===== config.mk =====
export PLATFORM = sky130hd
export DESIGN_NAME = wb_daq_sram_writer
export DESIGN_NICKNAME = d
export VERILOG_FILES = /design/src/rtl/wb_daq_sram_writer.sv
export SDC_FILE = /design/constraint.sdc
export NUM_CORES = 1
export LEC_CHECK = 0
export CORE_MARGIN = 2
export CORE_UTILIZATION = 40
export CTS_CLUSTER_SIZE = 20
export DETAILED_ROUTE_END_ITERATION = 12
export PLACE_DENSITY_LB_ADDON = 0.15
export SYNTH_ARGS = -nofsm -noshare
export SYNTH_HDL_FRONTEND = slang
export SYNTH_SLANG_ARGS = --single-unit

===== constraint.sdc =====
create_clock -name wb_clk -period 4.1 [get_ports wb_clk]
set_input_delay 0.41 -clock wb_clk [delete_from_list [all_inputs] [get_ports wb_clk]]
set_output_delay 0.41 -clock wb_clk [all_outputs]
set_load 0.01 [all_outputs]

===== src/rtl/wb_daq_sram_writer.sv =====
// wb_daq_sram_writer
// Round-robin arbiter that drains per-channel DAQ words into per-channel
// circular SRAM regions, one Wishbone classic write per grant. Each granted
// channel receives a single-cycle data_done once its word has been written
// (or dropped on a bus error).

module wb_daq_sram_writer #(
  parameter int dw            = 32,
  parameter int aw            = 32,
  parameter int NUM_CHANNELS  = 4,
  parameter int CHANNEL_WORDS = 256
) (
  input  logic                       wb_clk,
  input  logic                       wb_rst,
  input  logic                       enable,
  input  logic [aw-1:0]              base_address,
  input  logic [NUM_CHANNELS-1:0]    start_sram,
  input  logic [NUM_CHANNELS*dw-1:0] channel_data,
  input  logic                       clear_flags,
  output logic [NUM_CHANNELS-1:0]    data_done,
  output logic [aw-1:0]              wb_adr_o,
  output logic [dw-1:0]              wb_dat_o,
  output logic [dw/8-1:0]            wb_sel_o,
  output logic                       wb_we_o,
  output logic                       wb_cyc_o,
  output logic                       wb_stb_o,
  input  logic                       wb_ack_i,
  input  logic                       wb_err_i,
  output logic [NUM_CHANNELS-1:0]    wrapped,
  output logic                       bus_error,
  output logic                       busy
);

  // Grant index width; a single-channel build still needs a 1-bit index.
  localparam int gw = (NUM_CHANNELS > 1) ? $clog2(NUM_CHANNELS) : 1;
  // Ring pointer width; CHANNEL_WORDS is a power of two so the pointer
  // wraps naturally when it overflows.
  localparam int pw = $clog2(CHANNEL_WORDS);

  typedef enum logic [1:0] {
    IDLE,
    WRITE,
    DONE
  } state_t;

  state_t          state;
  logic [gw-1:0]   rr_ptr;
  logic [gw-1:0]   grant;
  logic [pw-1:0]   ptr [NUM_CHANNELS];

  logic [dw-1:0]   chan_word [NUM_CHANNELS];
  logic            pick_valid;
  logic [gw-1:0]   pick_idx;
  logic [aw-1:0]   word_off;
  logic [aw-1:0]   pick_adr;

  // Unpack the flat channel bus into one word per channel.
  always_comb begin
    for (int i = 0; i < NUM_CHANNELS; i++) begin
      chan_word[i] = channel_data[i*dw +: dw];
    end
  end

  // Round-robin pick: first requesting channel at or after rr_ptr, with wrap.
  // Offsets are scanned from the farthest down to the nearest so that the
  // closest requester is the last (winning) assignment. rr_ptr + k is below
  // 2*NUM_CHANNELS, so matching j or j+NUM_CHANNELS covers the wrap without
  // a modulo.
  always_comb begin
    // NOTE: every variable written in always_comb gets a default first;
    // a path that leaves one unassigned would infer a latch.
    pick_valid = 1'b0;
    pick_idx   = '0;
    for (int k = NUM_CHANNELS - 1; k >= 0; k--) begin
      for (int j = 0; j < NUM_CHANNELS; j++) begin
        if (start_sram[j] &&
            ((int'(rr_ptr) + k == j) || (int'(rr_ptr) + k == j + NUM_CHANNELS))) begin
          pick_valid = 1'b1;
          pick_idx   = gw'(j);
        end
      end
    end
  end

  // Byte address of the picked channel's next ring slot.
  always_comb begin
    // NOTE: combinational logic uses blocking '=' so later statements see
    // the updated value; clocked state uses '<=' so all registers update
    // together from the values held before the edge.
    word_off = aw'(pick_idx) * aw'(CHANNEL_WORDS) + aw'(ptr[pick_idx]);
    pick_adr = base_address + (word_off << 2);
  end

  // Transfer FSM with registered Wishbone outputs, pointers and sticky flags.
  always_ff @(posedge wb_clk) begin
    if (wb_rst) begin
      state     <= IDLE;
      rr_ptr    <= '0;
      grant     <= '0;
      // NOTE: the ring pointers are architectural state (they define where
      // the next word lands), so this small register array is reset; a true
      // data-storage RAM would be left unreset.
      for (int i = 0; i < NUM_CHANNELS; i++) begin
        ptr[i] <= '0;
      end
      data_done <= '0;
      wb_adr_o  <= '0;
      wb_dat_o  <= '0;
      wb_sel_o  <= '0;
      wb_we_o   <= 1'b0;
      wb_cyc_o  <= 1'b0;
      wb_stb_o  <= 1'b0;
      wrapped   <= '0;
      bus_error <= 1'b0;
    end else begin
      // Clear first; a set later in this block overrides it in the same cycle.
      if (clear_flags) begin
        wrapped   <= '0;
        bus_error <= 1'b0;
      end

      case (state)
        IDLE: begin
          if (enable && pick_valid) begin
            grant    <= pick_idx;
            wb_adr_o <= pick_adr;
            wb_dat_o <= chan_word[pick_idx];
            wb_sel_o <= '1;
            wb_we_o  <= 1'b1;
            wb_cyc_o <= 1'b1;
            wb_stb_o <= 1'b1;
            state    <= WRITE;
          end
        end

        WRITE: begin
          // An error (alone or together with ack) drops the word; the
          // channel is still released so it never stalls on a bad slave.
          if (wb_ack_i || wb_err_i) begin
            wb_we_o          <= 1'b0;
            wb_cyc_o         <= 1'b0;
            wb_stb_o         <= 1'b0;
            data_done[grant] <= 1'b1;
            if (wb_err_i) begin
              bus_error <= 1'b1;
            end
            state <= DONE;
          end
        end

        DONE: begin
          data_done  <= '0;
          ptr[grant] <= ptr[grant] + pw'(1);
          if (ptr[grant] == '1) begin
            wrapped[grant] <= 1'b1;
          end
          rr_ptr <= (grant == gw'(NUM_CHANNELS - 1)) ? '0 : grant + gw'(1);
          state  <= IDLE;
        end

        default: state <= IDLE;
      endcase
    end
  end

  assign busy = (state != IDLE);

endmodule


==> metrics.yaml, run 1 <==
drcViolationCount: 0
p_clk_share_pct: 38.8
regToRegSetupSlack_ps: 310
path_max_fanout: 10
antenna_found_initial: 0
worstSetupEndpoint: "wb_adr_o[28]"
r2r.worst_path.cells: 13
comb_power_share_pct: 24.0
synth_top_flop_cell: "dfxtp_1"
syn_avg_cell_area_um2: 9.74
use_met1_pct: 26.8
hold_violations: 0
endpoint_kind: "register"
core_area_um2: 15800
grtUsageMet3_pct: 7.21
post-route-util_pct: 61.3
fin_crit_ps: 3790
syn_nets: 845
crit_start: "start_sram[0]"
path_clk_slew_ps: 50
rr_endpoint: "wb_adr_o[28]"
synth.distinct_cells: 53
grt_start_max_net_pins: 65
crit_arrival_ps: 4070
numCtsBuffers: 17
grt-ovfl-total: 0
worst_pin_slew_ps: 1060
die_w_um: 131
gp_congestion: 0.903
nets: 1079
synthCells: 659
postLayoutSetupSlackWorst_ps: 306
skew_ps: 9.58
seqPwrFrac_pct: 37.2
irDropWorstVdd_uv: 382
final_area_um2: 9670
root_buffer: "clkbuf_16"
rsz0062_at_grt: "false"
totalWireLength_mm: 20.8
die_h_um: 131
swShare_pct: 26.2
dp_hpwl_mm: 15.8
firstDrtPassIters: 5
cts_buffer_depth: 2
vias_per_cell: 5.42
yosysSeqAreaShare_pct: 40.9
start_kind: "input pin"
track_usage_pct: 23.7
io_pins: 251
cellPowerDensity_nw_per_um2: 363
antenna_cells: 0
synth_area_um2: 6420
timing.final.crit_share_pct: 92.5
insertion_delay_ps: 410
fin_setup_tns_ps: 0
use_met2_pct: 41.9
fp-row-count: 46
yosysWarnings: 0
crit_type: "input pin to register"
initial_utilization_pct: 40.7
final_cell_mix: "clkdlybuf4s50_1 (249), dfxtp_1 (83), mux2i_1 (73), nor2_1 (73), a21oi_1 (41)"
numPortBuffers: 250
max_freq_mhz: 264
num_vias: 6065
drt_iter0_drc: 321
cts_sinks: 115
cts_tree: "built"
die_area_um2: 17100
post_drt_wl_per_cell_um: 18.6
synth_seq_cells: 115
postRouteAntennaNets: 0
slew_viol_final: 0
synth-edff-count: 32
r2r_start: "rr_ptr[1]"
area_delta_synth_final_pct: 50.7
dpl_worst_slack_ps: -151
layout-drive-gt1-share_pct: 7.41
grt_pass1_wl_mm: 30.9
power.switching_mw: 0.920
cts_max_level: 4
final_common_cell: "clkdlybuf4s50_1"
crit_required_ps: 4370
p_int_mw: 2.60
top_usage_layer: "met2"
post_dp_cell_area_um2: 9120
max_slew_margin_pct: 29.5
p_leak_nw: 3.82
synthArstFlopShare_pct: 0
holdCritPathClass: "register to register"
finalSetupViolations: 0
status: "finished, final reports clean"
grt_pass1_vias: 5887
drv_cap: 0
[worst min path at each step]
stage	startpoint	to	slack, ps	cells past startpoint
floorplan	wb_adr_o[10]	wb_adr_o[10]	480	2
global placement	wb_adr_o[8]	wb_adr_o[8]	440	2
detailed placement	wb_adr_o[11]	wb_adr_o[11]	440	2
CTS	wb_adr_o[11]	wb_adr_o[11]	450	2
global route	wb_adr_o[5]	wb_adr_o[5]	470	2
finish	wb_adr_o[11]	wb_adr_o[11]	450	2
[cell usage after synthesis, types with 3 or more instances]
library cell	n	area (µm²)
clkbuf_1	25	93.8
a21o_1	5	37.5
a311oi_1	3	26.3
edfxtp_1	32	961
nand2_1	36	135
buf_1	3	11.3
o21a_1	3	22.5
nand3_1	10	50.1
xnor2_1	23	201
nor3b_1	4	30.0
buf_2	13	65.1
nor4_1	6	37.5
xor2_1	6	52.6
a22oi_1	3	22.5
nor4_2	4	50.1
nand4_1	5	31.3
nor2b_1	8	50.1
a211oi_1	26	195
o21ai_0	9	45.0
nor3_1	7	35.0
mux4_2	8	180
nor2_1	73	274
inv_1	15	56.3
buf_4	6	45.0
mux2i_1	73	731
a21oi_1	41	205
nand2b_1	10	62.6
o221ai_1	32	280
dfxtp_1	83	1660
and2_1	8	50.1
or3_1	6	37.5
ha_1	15	188
nand3b_1	32	240
[area by class of cell]
cell class | count | area (µm²)
Fill cell | 1356 | 6100
Multi-Input combinational cell | 478 | 3520
Timing Repair Buffer | 265 | 2650
Sequential cell | 115 | 2620
Clock buffer | 27 | 536
Tap cell | 216 | 270
Inverter | 16 | 60.1
Clock inverter | 3 | 17.5
[kinds of logic after synthesis]
logic type      count (synthesis)  synth area share, %
simple gates                  220                 18.6
compound gates                132                 14.4
flops                         115                 40.9
mux                            81                 14.2
buf+inv                        66                 4.72
xor+xnor                       29                 3.96
fa+ha+maj                      16                 3.24
[critical path: stages]
cell	delay [ps]
clkdlybuf4s50_1	550
a21oi_1	90
o21a_1	210
o22ai_4	250
clkinv_1	330
a211oi_1	340
a21oi_1	80
ha_1	360
nand2_1	90
o211a_1	260
o21a_2	300
or4_1	480
a22oi_1	190
o22ai_1	100
[power groups by stage]
stage | clock (mW) | sequential [mW] | combinational (mW)
after floorplan | 0 | 1.35 | 0.388
after global placement | 0 | 1.33 | 0.828
after detailed placement | 0 | 1.33 | 0.842
after CTS | 1.39 | 1.31 | 0.848
after global routing | 1.44 | 1.31 | 0.913
final | 1.36 | 1.31 | 0.845
[state kept, by name (all words and copies together) (netlist names), named ones only]
name,cells
ptr,32
wb_adr_o,32
wb_dat_o,32
data_done,4
wrapped,4
grant,2
rr_ptr,2
state,2
bus_error,1
wb_sel_o,1
wb_stb_o,1
[stage by stage]
step	total power, mW	hold slack (ps)	instances
global route	3.67	471	1120
global placement	2.15	442	1090
CTS	3.55	452	1120
floorplan	1.73	476	659
finish	3.52	449	1120
detailed placement	2.17	445	1090
[what timing repair did]
action,in CTS,in global routing
hold buffers,0,0
endpoints found under the setup margin,0,8
hold endpoints to repair,0,0
resized for setup,0,1
buffers inserted,0,0
[layer usage]
metal,routed length [µm],up-vias
met5,0,-
met3,1670,37
li1,-,2896
met4,531,0
met2,10500,234
met1,8140,2898
(Power assumes the default switching activity.)
==> inputs of run 2 (changes only) <==
--- a/config.mk
+++ b/config.mk
@@ -5,11 +5,10 @@
 export SDC_FILE = /design/constraint.sdc
 export NUM_CORES = 1
 export LEC_CHECK = 0
-export CORE_MARGIN = 2
 export CORE_UTILIZATION = 40
 export CTS_CLUSTER_SIZE = 20
 export DETAILED_ROUTE_END_ITERATION = 12
-export PLACE_DENSITY_LB_ADDON = 0.15
+export PLACE_DENSITY = 0.74
 export SYNTH_ARGS = -nofsm -noshare
 export SYNTH_HDL_FRONTEND = slang
 export SYNTH_SLANG_ARGS = --single-unit
==> constraint.sdc (replaced) <==
create_clock -name wb_clk -period 3.3 [get_ports wb_clk]
set_input_delay 0.33 -clock wb_clk [delete_from_list [all_inputs] [get_ports wb_clk]]
set_output_delay 0.33 -clock wb_clk [all_outputs]
set_load 0.01 [all_outputs]
==> run 2 against run 1 <==
The flow now finishes with violations (negative setup slack). Combinational power grew 36%. First-iteration DRC count shrank 12%. Via count grew 1.6%. Sequential share of layout area shrank 1.1 points. Global-route usage grew 1.1 points. Non-clock buffer count grew 36. Sequential power grew 24%. Cell area grew 4.5%. Hold slack gained 2.2 ps. Clock power grew 28%. Wire length grew 1.8%. Largest power group unchanged.
==> metrics.yaml, run 2 (synthesis gave the netlist of run 1 again) <==
status: "finished with violations"
violations: "negative setup slack"
fin_cells: 1153
post-route-util_pct: 65.5
post-place-cells: 1109
antenna_cells: 0
post_dp_cell_area_um2: 9280
track_usage_pct: 24.8
fin_crit_ps: 3330
firstDrtPassIters: 6
fp-row-count: 45
max_slew_margin_pct: 35.9
cellPowerDensity_nw_per_um2: 447
finalSetupViolations: 3
max_freq_mhz: 300
core_area_um2: 15400
final_cell_mix: "clkdlybuf4s50_1 (247), dfxtp_1 (81), mux2i_1 (73), nor2_1 (73), buf_4 (45)"
gp_congestion: 0.891
cts_sinks: 115
postLayoutSetupSlackWorst_ps: -32.6
r2r.worst_path.cells: 16
p_leak_nw: 4.07
die_h_um: 129
numPortBuffers: 250
hold_path_depth: 2
nets: 1115
start_kind: "register"
area_delta_synth_final_pct: 57.5
fillers: 1281
slew_viol_final: 0
die_area_um2: 16600
antenna_found_initial: 0
hold_buffers: 0
layout-drive-gt1-share_pct: 13.5
numCtsBuffers: 17
skew_ps: 11.1
grt-ovfl-total: 0
drt_iter0_drc: 282
crit_type: "register to register"
num_vias: 6161
irDropWorstVdd_uv: 400
final_common_cell: "clkdlybuf4s50_1"
initial_utilization_pct: 41.6
grt_pass1_wl_mm: 31.4
hold_violations: 0
grt_start_max_net_pins: 87
drcViolationCount: 0
crit_required_ps: 3610
path_clk_slew_ps: 50
path_max_fanout: 7
post_drt_wl_per_cell_um: 18.4
insertion_delay_ps: 420
root_buffer: "clkbuf_16"
die_w_um: 129
grt_pass1_vias: 5914
reg_top3: "ptr (32), wb_adr_o (32), wb_dat_o (32)"
rsz0062_at_grt: "true"
timing.final.crit_share_pct: 101
endpoint_kind: "register"
holdCritPathClass: "register to register"
cts_tree: "built"
cts_max_level: 4
worst_pin_slew_ps: 961
cts_buffer_depth: 2
dp_hpwl_mm: 15.0
vias_per_cell: 5.34
final_area_um2: 10100
postRouteAntennaNets: 0
totalWireLength_mm: 21.2
crit_arrival_ps: 3650
io_pins: 251
drv_cap: 0
==> run 2: cell type report <==
class                      count  area (µm²)  area share, %
clock buffer                  27         504           4.99
multi-input combinational    478        3660           36.2
tap                          211         264           2.61
inverter                      16        65.1          0.644
timing repair buffer         301        2940           29.1
clock inverter                 5        48.8          0.483
sequential                   115        2630           26.0
==> run 2: critical path, cell delays in order, from the launching register on <==
cell and delay [ps]:
dfxtp_2 330, inv_2 50, o21a_1 200, o22ai_4 270, buf_6 180, buf_4 110
and2_1 140, a211oi_1 60, a21oi_1 170, ha_1 260, or2_2 290, a21o_1 210
a32oi_2 320, buf_12 180, nor4_2 50, xnor2_1 150, a211oi_1 260
==> run 2: worst paths after layout <==
path / slack, ps / end / start
max reg2reg: -30 / wb_adr_o[31] / rr_ptr[0]
min reg2reg: 450 / wb_adr_o[7] / wb_adr_o[7]
min: 450 / wb_adr_o[7] / wb_adr_o[7]
max: -30 / wb_adr_o[31] / rr_ptr[0]
==> run 2: metrics by stage <==
stage                     hold WS, ps  setup slack [ps]  power, mW  TNS (ps)
after floorplan                   466              6.86       2.15         0
after global routing              475              -167       4.70     -1270
after detailed placement          448              -600       2.73    -12150
after CTS                         457             -26.8       4.50     -75.5
final                             452             -32.6       4.51     -58.5
after global placement            442              -542       2.72    -10260
==> run 2: repair_timing <==
item / in CTS / in global routing
buffers inserted: 4 / 6
endpoints found under the hold margin: 0 / 0
setup endpoints to repair: 20 / 21
cloned: 1 / 1
gates resized for setup: 14 / 24
pin swaps: 3 / 10
==> run 2: where the power goes <==
part           leakage [nW]  internal (mW)  switching [mW]
combinational          2.79          0.645           0.510
sequential             1.01           1.56          0.0651
clock                 0.272           1.11           0.624
==> run 2: routing by layer <==
metal	share of wire (%)	wire (µm)	vias to the layer above	GRT usage [%]
li1	-	-	2973	-
met1	40	8510	2934	28.6
met2	50	10500	235	43.7
met3	8.9	1880	19	8.44
met4	1.3	267	0	6.44
met5	0	0	-	0
